==> src/rtl/rd_burst_fmt.sv <==
// rd_burst_fmt: buffers memory read-return words in a circular FIFO and re-emits them
// as whole, gap-free bursts. The first word of each burst is flagged on rdata_bvld.
// A flush pulse releases a trailing partial burst. Overflow drops are counted.
module rd_burst_fmt #(
  parameter int unsigned DW    = 32,
  parameter int unsigned DEPTH = 16,
  parameter int unsigned BL_W  = 4
) (
  input  logic                   clk,
  input  logic                   rst,
  input  logic [DW-1:0]          in_data,
  input  logic                   in_vld,
  input  logic [BL_W-1:0]        burst_len,
  input  logic                   flush,
  output logic [DW-1:0]          rdata,
  output logic                   rdata_vld,
  output logic                   rdata_bvld,
  output logic [$clog2(DEPTH):0] fifo_cnt,
  output logic                   ovf,
  output logic [15:0]            drop_cnt,
  output logic                   busy
);

  localparam int unsigned AW = $clog2(DEPTH);
  localparam int unsigned CW = AW + 1;
  // Wide enough for both an occupancy value and any burst length.
  localparam int unsigned RW = (BL_W > CW) ? BL_W : CW;

  typedef enum logic [1:0] {StIdle, StBurst, StFlush} state_e;

  state_e        state_q;
  logic [DW-1:0] mem [DEPTH];
  logic [AW-1:0] wr_ptr_q;
  logic [AW-1:0] rd_ptr_q;
  logic [RW-1:0] rem_q;         // pops still owed after entering BURST/FLUSH
  logic          flush_pend_q;

  logic [RW-1:0] occ;
  logic [RW-1:0] len_eff;
  logic          full;
  logic          quiet;
  logic          start_burst;
  logic          start_flush;
  logic          pop;
  logic          push;
  logic          drop;
  logic          pend_clr;

  // Decide pops, pushes and drops for this cycle.
  always_comb begin
    occ         = RW'(fifo_cnt);
    len_eff     = (burst_len == '0) ? RW'(1) : RW'(burst_len);
    full        = (fifo_cnt == CW'(DEPTH));
    // A new burst may only start in IDLE once the previous burst's last word has
    // left the output register, which guarantees one idle cycle between bursts.
    quiet       = (state_q == StIdle) && !rdata_vld;
    start_burst = quiet && (occ >= len_eff);
    start_flush = quiet && !start_burst && flush_pend_q && (fifo_cnt != '0);
    // The cycle that leaves IDLE already pops the first word.
    pop         = start_burst || start_flush || (state_q != StIdle);
    push        = in_vld && (!full || pop);
    drop        = in_vld && full && !pop;
    pend_clr    = start_flush || ((state_q == StIdle) && (fifo_cnt == '0));
  end

  // FIFO storage write port.
  always_ff @(posedge clk) begin
    if (push) begin
      mem[wr_ptr_q] <= in_data;
    end
  end

  // Pointers, occupancy and overflow bookkeeping.
  always_ff @(posedge clk) begin
    if (rst) begin
      wr_ptr_q <= '0;
      rd_ptr_q <= '0;
      fifo_cnt <= '0;
      ovf      <= 1'b0;
      drop_cnt <= '0;
    end else begin
      if (push) wr_ptr_q <= wr_ptr_q + AW'(1);
      if (pop)  rd_ptr_q <= rd_ptr_q + AW'(1);
      fifo_cnt <= fifo_cnt + CW'(push) - CW'(pop);
      if (drop) begin
        ovf <= 1'b1;
        if (drop_cnt != 16'hFFFF) drop_cnt <= drop_cnt + 16'd1;
      end
    end
  end

  // Burst state machine with registered output word and flags.
  always_ff @(posedge clk) begin
    if (rst) begin
      state_q      <= StIdle;
      rem_q        <= '0;
      flush_pend_q <= 1'b0;
      rdata        <= '0;
      rdata_vld    <= 1'b0;
      rdata_bvld   <= 1'b0;
    end else begin
      flush_pend_q <= flush || (flush_pend_q && !pend_clr);
      rdata_vld    <= pop;
      rdata_bvld   <= start_burst || start_flush;
      if (pop) rdata <= mem[rd_ptr_q];
      unique case (state_q)
        StIdle: begin
          // A single-word burst or flush completes in the start cycle itself.
          if (start_burst) begin
            rem_q   <= len_eff - RW'(1);
            state_q <= (len_eff == RW'(1)) ? StIdle : StBurst;
          end else if (start_flush) begin
            rem_q   <= occ - RW'(1);
            state_q <= (occ == RW'(1)) ? StIdle : StFlush;
          end
        end
        StBurst, StFlush: begin
          rem_q <= rem_q - RW'(1);
          if (rem_q == RW'(1)) state_q <= StIdle;
        end
        default: state_q <= StIdle;
      endcase
    end
  end

  assign busy = (state_q != StIdle);

endmodule

==> config.mk <==
export PLATFORM = sky130hd
export DESIGN_NAME = rd_burst_fmt
export DESIGN_NICKNAME = d
export VERILOG_FILES = /design/src/rtl/rd_burst_fmt.sv
export SDC_FILE = /design/constraint.sdc
export NUM_CORES = 1
export LEC_CHECK = 0
export ABC_AREA = 1
export CORE_MARGIN = 2
export CORE_UTILIZATION = 30
export DETAILED_ROUTE_END_ITERATION = 7
export PLACE_DENSITY = 0.55
export SYNTH_ARGS = -nofsm -noshare
export SYNTH_HDL_FRONTEND = slang
export SYNTH_SLANG_ARGS = --single-unit
==> constraint.sdc <==
create_clock -name clk -period 4.83 [get_ports clk]
set_clock_uncertainty 0.1 [all_clocks]
set_input_delay 1.449 -clock clk [delete_from_list [all_inputs] [get_ports clk]]
set_output_delay 1.449 -clock clk [all_outputs]
set_load 0.01 [all_outputs]
==> flow_metrics.tcl <==
set metrics [dict create \
    rsz0062_at_grt "false" \
    core.rowCount 103 \
    place.gp.congestion 0.833 \
    yosys_warnings 0 \
    fill_cells 7620 \
    p_leak_nw 9.14 \
    antennaDiodeCount 0 \
    critPathRequiredTime_ns 5.26 \
    ys_ff_latch 584 \
    fin_area_um2 28300 \
    dp_hpwl_mm 33.1 \
    dp_cells 3027 \
    fin_total_pwr_w 0.0145 \
    cp.arrival_ns 4.65 \
    vias_per_cell 4.93 \
    seq_area_um2 16800 \
    routedWlPerCell_um 19.0 \
    cp-start-kind "primary input" \
    nets 2112 \
    die_h_um 285 \
    syn_inst 1957 \
    coreArea_um2 78600 \
    hold_ws_ns 0.365 \
    grt_pass1_wl_mm 91.0 \
    firstDrtPassIters 5 \
    vias 15500 \
    clock.fmax_mhz 237 \
    setup_violations 0 \
    cpPeakStageDelay_ns 0.52 \
    post-cts-setup-buffer-count 0 \
    clk_latency_ns 0.61 \
    drv_cap 0 \
    ys_seq_area_share_pct 71.0 \
    placed_cell_area_um2 26100 \
    tightest_slew_ns 1.08 \
    multi_input_area_um2 6160 \
    detail_route.iter0.violations 1291 \
    cts_buffers 67 \
    syn-num-nets 2023 \
    pin_count 97 \
    status "complete, no violations" \
    drive_above_1_share_pct 8.57 \
    crit_buf_inv 4 \
    worstPathCellList "clkdlybuf4s50_1 > nor2_1 > a21oi_1 > inv_1 > ha_1 > inv_1 > nand2_1 > nand3_1 > nand2_2 > nand2_4 > nand4_1 > nand2_1 > ha_1 > inv_1 > ha_1 > fa_1 > nand2_1 > a21oi_1 > nor2_1 > o21ai_0 > a21oi_1" \
    dieWidth_um 285 \
    start_util_pct 30.1 \
    gr-total-overflow 0 \
    cts_sinks 584 \
    drc 0 \
    mappedNetlistArea_um2 23700 \
    ys_async_sr_fraction_pct 0 \
    htreeDepth 3 \
    routed_wl_mm 59.9 \
    syn_area_per_cell_um2 12.1 \
    crit_fanout 3 \
    hold_class "flip-flop to flip-flop" \
    maxSlewViolCount 0 \
    cts.path.max_buffers 3 \
    grt_pass1_vias 15000 \
    hold_buffers 0 \
    clockRootBuffer "clkbuf_16" \
    crit_family "adder cells" \
    final_hold_viol_count 0 \
    finalCriticalPeriod_ns 4.22 \
    ir_drop_mv 0.332 \
    die_area_um2 81200 \
    synthFlopType "edfxtp_1" \
    postRouteAntennaNets 0 \
    grt_use_total_pct 14.5 \
    crit_type "primary input to flip-flop" \
    path_clk_slew_ns 0.06 \
    grt_max_degree 137 \
    slew_headroom_pct 27.7 \
    postCtsResizedCells 0 \
    synth.distinct_cells 35 \
    port_buffers 96 \
    syn2layout_area_growth_pct 19.3 \
    antenna_found_initial 1 \
    period_share_pct 87.5 \
    finalNonFillerCells 3151 \
    synth_edf_count 512 \
    power-per-cell-area_nw_per_um2 513 \
    endpoint_kind "flip-flop" \
    critPathSlowestCell "clkdlybuf4s50_1" \
    cts_tree "done" \
]
-- report_power, final --
group	leakage, nW	switching (W)	total (W)	internal, W
sequential	5.22	0.000228	0.00601	0.00579
clock	1.05	0.00204	0.00487	0.00283
combinational	2.87	0.00241	0.00360	0.00119
total	9.14	0.00468	0.0145	0.00981
-- synth_stat cells, types with 2 or more instances --
cell	number	area share [%]
nor2_4	2	0.095
nor2_1	435	6.9
nand3_1	103	2.2
buf_6	10	0.48
inv_2	2	0.032
buf_4	9	0.29
a31oi_1	35	0.92
o21ai_0	303	6.4
nand2_1	79	1.3
nand4_1	3	0.079
nor2_2	2	0.053
inv_1	56	0.89
clkbuf_1	64	1.0
nor3_1	5	0.11
a21oi_1	36	0.76
buf_2	26	0.55
dfxtp_1	72	6.1
xor2_1	14	0.52
xnor2_1	5	0.18
ha_1	25	1.3
edfxtp_1	512	65
nand3_4	2	0.15
buf_1	15	0.24
o211ai_1	131	4.2
-- placed cells by master, fill, tap and decap left out, drive strengths merged, types with 4 or more instances in the layout --
cell,n
clkinv,23
a31oi,35
nor3,5
clkbuf,95
o21ai,304
nand2,81
inv,63
a21oi,36
xnor2,5
o211ai,131
ha,25
nor2,440
clkdlybuf4s50,96
dfxtp,72
edfxtp,512
nand3,106
nand4,4
buf,48
xor2,14
-- state kept, by name, indices dropped and copies added (netlist names) --
signal,count
rd_ptr_q,4
mem,512
fifo_cnt,5
wr_ptr_q,4
rdata_bvld,1
rem_q,5
drop_cnt,16
state_q,2
rdata,32
ovf,1
rdata_vld,1
flush_pend_q,1
-- kinds of logic after synthesis --
logic type      share of synthesized area [%]
compound gates                           12.3
flops                                    71.0
xor+xnor                                0.702
buf+inv                                  3.50
simple gates                             11.1
fa+ha+maj                                1.40
-- per-layer routing --
layer,vias up,track usage [%],share of wire [%]
met5,-,0,0.022
met4,2,4.41,2.1
met3,82,2.37,4.8
met2,400,23.7,47
met1,7765,19.9,46
li1,7284,-,-
-- final timing paths --
path,from,to,slack [ns],cells after the start
worst max-delay path,burst_len[2],fifo_cnt[4],0.61,21
worst min-delay path,ovf,ovf,0.37,2
worst max register to register,fifo_cnt[1],fifo_cnt[4],1.63,17
worst min register to register,ovf,ovf,0.37,2
-- stage by stage --
| stage | setup TNS, ns | utilization [%] | worst slack (ns) |
|---|---|---|---|
| 2_1_floorplan | 0 | - | 0.0941 |
| 3_3_place_gp | -0.0370 | 33.2 | -0.0370 |
| 3_5_place_dp | -0.00364 | 33.2 | -0.00364 |
| 4_1_cts | 0 | 35.9 | 0.625 |
| 5_1_grt | 0 | 35.9 | 0.324 |
| 6_report | 0 | 35.9 | 0.606 |
-- area by class of cell --
class,instances,share of cell area [%]
Clock buffer,95,6.70
Clock inverter,29,0.908
Inverter,59,0.802
Multi-Input combinational cell,1190,21.8
Sequential cell,584,59.6
Tap cell,1050,4.65
Timing Repair Buffer,144,5.56
-- tightest hold or removal path, cell delays in order, from the launching register on --
cell	delay [ns]
dfxtp_1	0.32
nor2_1	0.05
nor2_1	0.06
No activity file was read; power rests on OpenSTA's default activity.
